--- src/rtl/exp_series_ctrl.sv ---
`default_nettype none
// ============================================================================
// Module   : exp_series_ctrl
// Function : Horner-rule Taylor-series sequencer for e^x (UQ0.16 in, UQ2.16 out)
// Revision : 1.0
// ============================================================================
module exp_series_ctrl #(
    parameter int MAX_TERMS = 16,
    parameter bit SAT_EN    = 1'b1
) (
    input  logic        clk,
    input  logic        rst,
    input  logic        start,
    input  logic [15:0] x,
    input  logic [4:0]  terms,
    output logic [3:0]  rom_addr,
    input  logic [15:0] rom_data,
    output logic        busy,
    output logic        done,
    output logic [17:0] result
);

    typedef enum logic [1:0] {
        S_IDLE = 2'd0,
        S_MULX = 2'd1,
        S_MULR = 2'd2,
        S_DONE = 2'd3
    } state_t;

    localparam logic [4:0]  MAX_TERMS_C = 5'(MAX_TERMS);
    localparam logic [17:0] ONE_C       = 18'h10000;

    state_t      state_q, state_d;
    logic [15:0] x_q, x_d;
    logic [4:0]  k_q, k_d;
    logic [17:0] acc_q, acc_d;
    logic [17:0] p_q, p_d;
    logic [17:0] result_q, result_d;

    logic [4:0]  n_eff;
    logic [33:0] prod_x;
    logic [33:0] prod_r;
    logic [17:0] q_term;
    logic [18:0] sum;
    logic [17:0] acc_new;

    assign n_eff   = (terms > MAX_TERMS_C) ? MAX_TERMS_C : terms;
    assign prod_x  = 34'(acc_q) * 34'(x_q);
    assign prod_r  = 34'(p_q) * 34'(rom_data);
    // The last term multiplies by 1/1, which the ROM cannot represent.
    assign q_term  = (k_q == 5'd1) ? p_q : 18'(prod_r >> 16);
    assign sum     = 19'(ONE_C) + 19'(q_term);
    assign acc_new = (SAT_EN && sum[18]) ? 18'h3FFFF : sum[17:0];

    assign busy     = (state_q == S_MULX) || (state_q == S_MULR);
    assign done     = (state_q == S_DONE);
    assign rom_addr = busy ? 4'(k_q - 5'd1) : 4'd0;
    assign result   = result_q;

    always_ff @(posedge clk) begin
        if (rst) begin
            state_q  <= S_IDLE;
            x_q      <= '0;
            k_q      <= '0;
            acc_q    <= '0;
            p_q      <= '0;
            result_q <= '0;
        end else begin
            state_q  <= state_d;
            x_q      <= x_d;
            k_q      <= k_d;
            acc_q    <= acc_d;
            p_q      <= p_d;
            result_q <= result_d;
        end
    end

    always_comb begin
        state_d  = state_q;
        x_d      = x_q;
        k_d      = k_q;
        acc_d    = acc_q;
        p_d      = p_q;
        result_d = result_q;
        case (state_q)
            S_IDLE: begin
                if (start) begin
                    x_d   = x;
                    acc_d = ONE_C;
                    k_d   = n_eff;
                    if (n_eff == 5'd0) begin
                        state_d  = S_DONE;
                        result_d = ONE_C;
                    end else begin
                        state_d = S_MULX;
                    end
                end
            end
            S_MULX: begin
                p_d     = 18'(prod_x >> 16);
                state_d = S_MULR;
            end
            S_MULR: begin
                acc_d = acc_new;
                k_d   = k_q - 5'd1;
                if (k_q == 5'd1) begin
                    state_d  = S_DONE;
                    result_d = acc_new;
                end else begin
                    state_d = S_MULX;
                end
            end
            S_DONE: begin
                state_d = S_IDLE;
            end
            default: begin
                state_d = S_IDLE;
            end
        endcase
    end

endmodule
`default_nettype wire

--- config.mk ---
export PLATFORM = sky130hd
export DESIGN_NAME = exp_series_ctrl
export DESIGN_NICKNAME = d
export VERILOG_FILES = /design/src/rtl/exp_series_ctrl.sv
export SDC_FILE = /design/constraint.sdc
export NUM_CORES = 1
export LEC_CHECK = 0
export ABC_AREA = 1
export CORE_ASPECT_RATIO = 0.8
export CORE_MARGIN = 3
export CORE_UTILIZATION = 35
export DETAILED_ROUTE_END_ITERATION = 6
export PLACE_DENSITY = 0.58
export SETUP_SLACK_MARGIN = 0.5
export SYNTH_ARGS = -nofsm -noshare
export SYNTH_HDL_FRONTEND = slang
export SYNTH_SLANG_ARGS = --single-unit
--- constraint.sdc ---
create_clock -name clk -period 14.6 [get_ports clk]
set_input_delay 1.46 -clock clk [delete_from_list [all_inputs] [get_ports clk]]
set_output_delay 1.46 -clock clk [all_outputs]
set_load 0.1 [all_outputs]
==> Word-level counts from Yosys, hierarchy flattened <==
Cells that the tools add are included.
Widths: inputs -> output; s select.
{ "totals": {"reg_bits": 77, "output_inout_bits": 24, "input_bits": 40} }
{ "classes": {"n_mul": 2, "n_reduce_logical": 7, "order_cmp": 1, "n_addsub": 2, "n_mux": 16, "n_eq_ne": 7} }
{ "ops": {"columns": ["cell", "count"], "rows": [
  ["$mux 18", 6],
  ["$pmux 18 s2", 2],
  ["$mul 18x16->34", 2],
  ["$add 17x18->19 const A", 1],
  ["$mux 5", 2],
  ["$pmux 5 s2", 1],
  ["$pmux 2 s4", 1],
  ["$mux 2", 3],
  ["$eq 5x1->1 const B", 1],
  ["$gt 5x5->1 const B", 1],
  ["$logic_not 5->1", 1],
  ["$sub 5x1->5 const B", 1],
  ["$eq 2x2->1 const B", 2],
  ["$mux 4", 1],
  ["$ne 2x2->1 const B", 2],
  ["$reduce_and 2->1", 2],
  ["$reduce_and 4->1", 1],
  ["$eq 2x1->1 const B", 1],
  ["$logic_not 2->1", 1],
  ["$ne 2x1->1 const B", 1],
  ["$reduce_bool 2->1", 1],
  ["$logic_or 1x1->1", 1]
]} }

==> Longest topological paths before layout <==
Gate-level depths: netlist (run 1).
{ "depth": {"depth_word": 6, "depth_mapped": 33, "ltp_nobuf": 31} }

==> Least setup slack after synthesis (run 1) <==
Ideal clock, no wire load.
{ "synth_path": {"path_kind": "in2reg", "start": "input rom_data[7]", "end": "register result_q[12], in the netlist result[12]", "arrival_ns": 6.825, "setup_time_ns": 0.071, "stages": 27, "slack_ns": 7.704, "cell_sequence": "clkbuf_1 -> clkbuf_1 -> nand2_1 -> fa_1 -> fa_1 -> inv_1 -> fa_1 -> fa_1 -> fa_1 -> inv_1 -> fa_1 -> inv_1 -> ha_1 -> a21oi_1 -> nand2_1 -> nand2_1 -> nand2_1 -> a21oi_1 -> nand2_1 -> nand2_1 -> nand2_2 -> a21oi_4 -> nand3_4 -> buf_12 -> nand2_4 -> nand2_2 -> a21oi_1"} }
{ "synth_via": {"elab_chain_cells": 6} }
{ "synth_lines": {"columns": ["element", "line_no", "source"], "rows": [
  ["from (decl)", "17", "input logic [15:0] rom_data,"],
  ["$mul 18x16->34", "49", "assign prod_r = 34'(p_q) * 34'(rom_data);"],
  ["$mux 18", "51", "assign q_term = (k_q == 5'd1) ? p_q : 18'(prod_r >> 16);"],
  ["$add 17x18->19", "52", "assign sum = 19'(ONE_C) + 19'(q_term);"],
  ["$mux 18", "53", "assign acc_new = (SAT_EN && sum[18]) ? 18'h3FFFF : sum[17:0];"],
  ["$mux 18", "106", "if (k_q == 5'd1) begin"],
  ["$pmux 18 s2", "85", "case (state_q)"],
  ["to (signal assigned)", "74", "result_q <= result_d;"],
  ["to (decl)", "38", "logic [17:0] result_q, result_d;"]
]} }
No other way between the ends. The select of a mux whose other input is x is not followed.
A chain may end at the register's enable or synchronous reset.

==> Worst setup path after layout (run 1) <==
{ "layout_path": {"start": "input rom_data[1]", "end": "register result_q[4], in the netlist result[4]"} }
The elaborated chain is that of the path after synthesis.

==> results of run 1 <==
-- metal layers --
layer	wire, microns	up-vias	track usage, %
li1	-	8981	-
met1	31470	8948	29.13
met2	25850	456	28.14
met3	3254	32	1.713
met4	689	0	2.358
met5	0	-	0
-- per-stage QoR --
step,instances,utilization (%),setup slack [ps],total power [mW],hold WS (ps)
after floorplan,3151,-,7704,2.305,445.3
after CTS,3951,38.10,6690,3.314,471.4
after global placement,3935,37.64,6431,3.065,456.2
final,3951,38.10,6622,3.303,470.2
after global routing,3951,38.10,6317,3.732,511.4
after detailed placement,3935,37.64,6324,3.061,459.9
-- final cells by class --
| type | instances | share of cell area, % |
|---|---|---|
| Tap cell | 850 | 4.308 |
| Multi-Input combinational cell | 2052 | 71.64 |
| Sequential cell | 77 | 6.244 |
| Clock inverter | 6 | 0.2179 |
| Clock buffer | 10 | 0.9680 |
| Timing Repair Buffer | 95 | 3.527 |
| Inverter | 861 | 13.09 |
-- flip-flops by register name, summed over array words and instances, names as in the netlist --
register,cells
acc_q,18
p_q,18
result,18
x_q,16
k_q,5
state_q,2
-- kinds of logic (layout without fill, tap and decap cells) --
kind of cell,count (synthesis),after routing,synth area share [%]
DFF,77,77,6.671
buffers and inverters,1022,972,16.81
adders and majority gates,654,654,49.77
and+or+nand+nor,1109,1109,19.62
AOI/OAI and AO/OA,276,276,6.644
xor gates and xnor gates,13,13,0.4927
-- cells in the mapped netlist, drive strengths merged (3+ instances only) --
cell type	instances
inv	860
nand2	840
fa	442
ha	212
nor2	171
clkbuf	134
a21oi	119
o21ai	105
dfxtp	77
nand3	65
buf	27
a21o	17
nor3	14
xor2	8
nand4	7
o21a	7
o21bai	7
a221oi	5
a31oi	5
or2	5
xnor2	5
nand3b	4
o211ai	4
nor4	3
-- worst paths after layout --
check	start	end	slack [ps]	cells after the start
setup / recovery	rom_data[1]	result[4]	6620	23
hold / removal	k_q[4]	k_q[4]	470	2
setup reg to reg	p_q[12]	result[4]	7800	22
hold reg to reg	k_q[4]	k_q[4]	470	2
-- worst register-to-register path, cell delays in order (launching register included) --
cell and delay, ps:
dfxtp_1 1040, nand2_1 190, fa_1 540, fa_1 460, fa_1 550, inv_1 60, fa_1 450, fa_1 510
inv_1 50, fa_1 480, inv_1 40, ha_1 350, a21oi_1 320, o21ai_0 310, a21oi_1 220, nand2_2 140
nand2_2 100, nand3_1 80, nand3_2 120, nand3_4 340, nand2_1 180, nand2_1 80, a21oi_1 130
-- power by group through the flow --
stage | Clock (mW) | Combinational, mW | Sequential, mW
3_3_place_gp | 0 | 2.69 | 0.371
5_1_grt | 0.240 | 3.12 | 0.375
4_1_cts | 0.229 | 2.72 | 0.366
2_1_floorplan | 0 | 1.97 | 0.330
3_5_place_dp | 0 | 2.69 | 0.370
6_report | 0.227 | 2.71 | 0.368
==> run metrics, run 1 <==
outcome complete, no violations; top cells by area, synth fa_1 38%, inv_1 14%, nand2_1 13%, ha_1 11%, dfxtp_1 6.7%; WL per Instance 15.51 microns; DP Area 24390 sq um; die height 235.8 microns; synth unique cells 48; Cell Chain, Critical Path clkdlybuf4s50_1 -> nand2_1 -> fa_1 -> fa_1 -> fa_1 -> inv_1 -> fa_1 -> fa_1 -> inv_1 -> fa_1 -> inv_1 -> ha_1 -> a21oi_1 -> o21ai_0 -> a21oi_1 -> nand2_2 -> nand2_2 -> nand3_1 -> nand3_2 -> nand3_4 -> nand2_1 -> nand2_1 -> a21oi_1; final setup fails 0; Mapped Nets 3845; largest net degree at the start of global routing 44; switching share of power 60.32%; Antenna diodes 0; GRT Overall Usage 18.52%; register area 1541 sq um; post-CTS setup buffers 0; Leak 13.77 nW; Yosys Warn Count 0; post-synth top area share 38.29%; Async S/R FF share, synth 0%; register area share after synthesis 6.671%; Flop pwr share 11.1%; CTS tree built; Max Cap Viol 0; worst min path class reg -> reg; boundary pin count 64; Comb pwr share 82.0%; setup tns final 0 ps; DP HPWL 49.42 mm; Vias/cell 4.661; CORE AREA 64800 sq um; kind of critical path in -> reg; Final Cycle Share 54.65%; clock buffer depth 2; Max Fclk 125.3 MHz; First-pass DRT Iterations 5; commonest non-fill, non-tap cell in the layout inv_1; Final #Nets 3790; worst skew pair latency 350 ps; Crit path max-delay family adder cells; NetSw 1.992 mW; vias post-DR 18420; Design Area, Final 24690 sq um; post-route ant nets 0; startpoint class of the critical path input port; Die Area 69160 sq um; Yosys reg bits 77; cell count after synthesis 3151; clk sinks 77; Worst EP required 14880 ps; Worst path most repeated cell fa_1; H-tree depth 3; Final Hold Viols 0; initial antenna violation count 0; final max-slew violation count 0; clock-pin slew on the worst setup and hold paths 80 ps; Worst Clk Skew 17.57 ps; cell internal pwr 1.311 mW; GR Overflow Total 0; post-cts gate resize count 0; area of the multi-input gates 17690 sq um; RSZ-0062 raised after global routing no; post-synth top area cell fa_1; peak supply drop 0.1449 mV; Worst EP arrival 8260 ps; share of layout cells above drive strength 1 3.741%; Num CTS Buffers 9; pwr dens 133.8 nW/um^2; Period minus WS final 7978 ps; Site Rows 83; CP max FO 17; drt total wl 61.26 mm; Root Buffer clkbuf_16; Mapped Area 23110 sq um; mean post-synth cell area 7.334 sq um; Initial Util 35.66%; Slowest cell on crit path clkdlybuf4s50_1; slowest stage delay, CP 1060 ps; DRT iter0 DRCs 1292; drt drc 0; PortBufs 63; # fillers 6865; post-synthesis to final-layout area growth 6.833%; hold_buf cts 0; WP buf/inv 4; number of global-route vias before repair 19240; EDFF count, synth 0; relative slew slack 26.72%; first-pass GRT wire length 104.0 mm; top_reg_cell synth dfxtp_1; die width 293.3 microns; Slew @ Worst Pin 1098 ps; RD Place Congestion 0.9230; endpoint class of the critical path flop; most frequent cells in the layout 852 x inv_1, 802 x nand2_1, 442 x fa_1; clock network power share 6.9%
No activity file was read; power rests on OpenSTA's default activity.
==> run 2: changes to the inputs <==
==> constraint.sdc (replaced) <==
create_clock -name clk -period 7.4 [get_ports clk]
set_input_delay 0.74 -clock clk [delete_from_list [all_inputs] [get_ports clk]]
set_output_delay 0.74 -clock clk [all_outputs]
set_load 0.1 [all_outputs]
==> run metrics, run 2 (synthesis results as in run 1) <==
clock network power share 7.4%; Antenna diodes 0; CORE AREA 64800 sq um; GR Overflow Total 0; Worst path most repeated cell fa_1; number of global-route vias before repair 19080; PortBufs 63; outcome complete, no violations; RSZ-0062 raised after global routing no; post-synthesis to final-layout area growth 8.853%; Max Cap Viol 0; GRT Overall Usage 19.03%; commonest non-fill, non-tap cell in the layout inv_1; worst skew pair latency 360 ps; RD Place Congestion 0.9470; final setup fails 0; boundary pin count 64; DRT iter0 DRCs 1413; Cell Chain, Critical Path clkdlybuf4s50_1 -> nand2_1 -> fa_1 -> inv_1 -> fa_1 -> fa_1 -> fa_1 -> fa_1 -> inv_1 -> fa_1 -> inv_1 -> ha_1 -> nand2_1 -> nor2_1 -> inv_1 -> nor2_1 -> nand4_1 -> nand3_1 -> o21ai_0 -> a21oi_1 -> nor2_1 -> nand2_1 -> nand2_1 -> a21oi_1; Initial Util 35.66%; vias post-DR 18820; endpoint class of the critical path flop; share of layout cells above drive strength 1 5.358%; Vias/cell 4.700; Site Rows 83; Root Buffer clkbuf_16; clock buffer depth 2; first-pass GRT wire length 105.6 mm; initial antenna violation count 0; WL per Instance 15.81 microns; worst min path class reg -> reg; pre-CTS setup slack 170.3 ps; Final Hold Viols 0; Worst EP required 7670 ps; Period minus WS final 6623 ps; total power 6.587 mW; Max Fclk 151.0 MHz; Slowest cell on crit path clkdlybuf4s50_1; Leak 14.15 nW; CTS tree built; Die Area 69160 sq um; Crit path max-delay family adder cells; drt total wl 63.31 mm; WP buf/inv 5; startpoint class of the critical path input port; First-pass DRT Iterations 5; final worst setup slack 776.9 ps; most frequent cells in the layout 852 x inv_1, 802 x nand2_1, 442 x fa_1; largest net degree at the start of global routing 55; relative slew slack 26.28%; setup tns final 0 ps; final max-slew violation count 0; Comb pwr share 81.3%; post-route ant nets 0; Worst EP arrival 6890 ps; CP max FO 11; H-tree depth 3; switching share of power 60.02%; slowest stage delay, CP 830 ps; clock-pin slew on the worst setup and hold paths 80 ps; peak supply drop 0.3612 mV; pwr dens 261.9 nW/um^2; drt drc 0; Worst Clk Skew 17.90 ps; die height 235.8 microns; kind of critical path in -> reg; cell internal pwr 2.633 mW; Slew @ Worst Pin 1104 ps; Flop pwr share 11.3%; Final Cycle Share 89.50%; Final #Nets 3843; Num CTS Buffers 9; die width 293.3 microns; clk sinks 77; DP HPWL 53.41 mm; NetSw 3.954 mW
## run 2: cell types whose count changed in the layout (fill, tap and decap cells not counted), sizes merged
cell	previous run	this run
buf	32	85
bufinv	0	1
clkbuf	10	9
clkdlybuf4s50	63	53
clkinv	3	1
dlymetal6s2s	0	10
inv	863	865
## run 2: power by group through the flow
| stage | clock network (mW) | registers (mW) | logic, mW |
|---|---|---|---|
| 2_1_floorplan | 0 | 0.651 | 3.90 |
| 3_3_place_gp | 0 | 0.750 | 5.32 |
| 3_5_place_dp | 0 | 0.747 | 5.31 |
| 4_1_cts | 0.492 | 0.739 | 5.36 |
| 5_1_grt | 0.512 | 0.758 | 6.14 |
| 6_report | 0.488 | 0.744 | 5.36 |
## run 2: final cells by class
cell class	instances	area, sq um
fillers	6861	39650
multi-input cells	2052	17690
inverters	861	3232
flip-flops and latches	77	1541
repair buffers	148	1319
well taps	850	1064
clock buffers	9	225.2
clock inverters	7	86.33
## run 2: metal layers
| metal | global-route usage, % | vias up | part of all wire, % |
|---|---|---|---|
| met3 | 2.796 | 31 | 6.7 |
| met1 | 29.56 | 9166 | 50 |
| li1 | - | 9082 | - |
| met5 | 0 | - | 0 |
| met2 | 28.76 | 539 | 42 |
| met4 | 2.086 | 0 | 1.0 |
## run 2: path summary, 6_finish.rpt
kind | cells past startpoint | slack, ps | startpoint | to
setup / recovery | 24 | 780 | rom_data[12] | result[4]
hold / removal | 2 | 470 | k_q[4] | k_q[4]
setup reg to reg | 23 | 940 | acc_q[4] | p_q[14]
hold reg to reg | 2 | 470 | k_q[4] | k_q[4]
## run 2: stage by stage
stage                     util (%)  area (sq um)  hold slack [ps]  cells
after floorplan                  -         23110            445.3   3151
after global placement       38.22         24770            457.8   3985
after detailed placement     38.22         24770            458.6   3985
after CTS                    38.70         25080            471.4   4001
after global routing         38.82         25150            501.9   4004
final                        38.82         25150            474.5   4004
## run 2: timing repair
item	in CTS	in global routing
endpoints found under the setup margin	0	36
hold endpoints to repair	0	0
gates resized for setup	0	11
setup buffers	0	3
hold buffers	0	0
## run 2: worst min-delay path, stage by stage, from the launching register on
cell and delay [ps]:
dfxtp_1 320, nand2_1 60, a21oi_1 50
==> run 3: changes to the inputs <==
--- a/config.mk
+++ b/config.mk
@@ -8,9 +8,9 @@
 export ABC_AREA = 1
 export CORE_ASPECT_RATIO = 0.8
 export CORE_MARGIN = 3
-export CORE_UTILIZATION = 35
+export CORE_UTILIZATION = 50
 export DETAILED_ROUTE_END_ITERATION = 6
-export PLACE_DENSITY = 0.58
+export PLACE_DENSITY = 0.75
 export SETUP_SLACK_MARGIN = 0.5
 export SYNTH_ARGS = -nofsm -noshare
 export SYNTH_HDL_FRONTEND = slang
==> run metrics, run 3 (synthesis results as in run 1) <==
initial antenna violation count 0; slowest stage delay, CP 820 ps; Crit path max-delay family adder cells; Final #Nets 3826; CORE AREA 45070 sq um; total power 6.467 mW; first-pass GRT wire length 99.80 mm; largest net degree at the start of global routing 44; cell internal pwr 2.586 mW; share of layout cells above drive strength 1 4.782%; relative slew slack 27.37%; worst min path class reg -> reg; pre-CTS setup slack 190.4 ps; GRT Overall Usage 25.49%; Slew @ Worst Pin 1088 ps; Site Rows 69; Max Fclk 152.2 MHz; RD Place Congestion 1.007; hold_buf cts 0; most frequent cells in the layout 852 x inv_1, 802 x nand2_1, 442 x fa_1; Worst EP required 7670 ps; worst skew pair latency 350 ps; GR Overflow Total 0; Root Buffer clkbuf_16; number of global-route vias before repair 19520; post-route ant nets 0; Period minus WS final 6570 ps; peak supply drop 0.2728 mV; die width 246.4 microns; # fillers 4260; pwr dens 262.3 nW/um^2; switching share of power 60.02%; clk sinks 77; H-tree depth 3; CTS tree built; PortBufs 63; CP max FO 11; post-synthesis to final-layout area growth 6.681%; clock-pin slew on the worst setup and hold paths 60 ps; Worst EP arrival 6840 ps; Final Hold Viols 0; First-pass DRT Iterations 6; drt total wl 58.78 mm; endpoint class of the critical path flop; clock network power share 6.5%; Antenna diodes 0; WP buf/inv 5; outcome complete, no violations; Slowest cell on crit path clkdlybuf4s50_1; Worst Clk Skew 10.47 ps; DP HPWL 48.98 mm; Leak 14.02 nW; NetSw 3.881 mW; drt drc 0; Vias/cell 5.121; Max Cap Viol 0; clock buffer depth 2; RSZ-0062 raised after global routing no; Worst path most repeated cell fa_1; final setup fails 0; Flop pwr share 12.1%; Num CTS Buffers 9; Die Area 48850 sq um; final worst setup slack 829.8 ps; die height 198.3 microns; boundary pin count 64; Cell Chain, Critical Path clkdlybuf4s50_1 -> nand2_1 -> fa_1 -> fa_1 -> inv_1 -> fa_1 -> fa_1 -> fa_1 -> inv_1 -> fa_1 -> inv_1 -> ha_1 -> a21oi_1 -> o21ai_0 -> a21oi_1 -> nand2_2 -> nand2_2 -> nand3_1 -> nand3_2 -> nand3_4 -> buf_4 -> nand2_1 -> nand2_1 -> a21oi_1; Comb pwr share 81.4%; WL per Instance 15.72 microns; final max-slew violation count 0; DRT iter0 DRCs 1576; kind of critical path in -> reg; Final Cycle Share 88.79%; vias post-DR 19150; commonest non-fill, non-tap cell in the layout inv_1; Initial Util 51.28%; setup tns final 0 ps; startpoint class of the critical path input port
==> run 3: stage by stage <==
step	hold slack, ps	instance area (sq um)	utilization [%]	cells
2_1_floorplan	445.3	23110	-	3151
3_3_place_gp	454.2	24320	53.96	3719
3_5_place_dp	463.4	24320	53.96	3719
4_1_cts	472.8	24590	54.56	3735
5_1_grt	529.8	24650	54.70	3740
6_report	474.3	24650	54.70	3740
==> run 3: path summary, 6_finish.rpt <==
check	startpoint	endpoint	slack (ps)	depth (start not counted)
max	rom_data[15]	result[3]	830	24
min	k_q[4]	k_q[4]	470	2
max reg2reg	acc_q[6]	p_q[16]	900	24
min reg2reg	k_q[4]	k_q[4]	470	2
==> run 3: repair_timing <==
item,CTS,global route
gates resized for setup,0,11
setup endpoints to repair,0,36
buffers inserted,0,5
==> run 3: final cells by class <==
type	count	area (sq um)	area share, %
Sequential cell	77	1541	6.253
Clock inverter	5	36.28	0.1472
Inverter	861	3232	13.11
Timing Repair Buffer	131	1169	4.740
Multi-Input combinational cell	2052	17690	71.75
Tap cell	603	754.5	3.060
Clock buffer	11	232.7	0.9440
==> run 3: layer usage <==
layer,global-route usage (%),share of wire (%),vias to the layer above
met5,0,0,-
li1,-,-,9037
met3,3.507,9.0,85
met2,39.08,42,807
met4,5.889,2.6,0
met1,38.40,46,9225
==> run 3: worst min-delay path: stages (launching register included) <==
cell	delay (ps)
dfxtp_1	310
nand2_1	60
a21oi_1	60
==> run 3: power groups by stage <==
stage	registers [mW]	logic [mW]	clock network (mW)
after floorplan	0.651	3.90	0
after global placement	0.778	5.09	0
after detailed placement	0.779	5.17	0
after CTS	0.772	5.23	0.425
after global routing	0.789	6.03	0.444
final	0.784	5.26	0.421
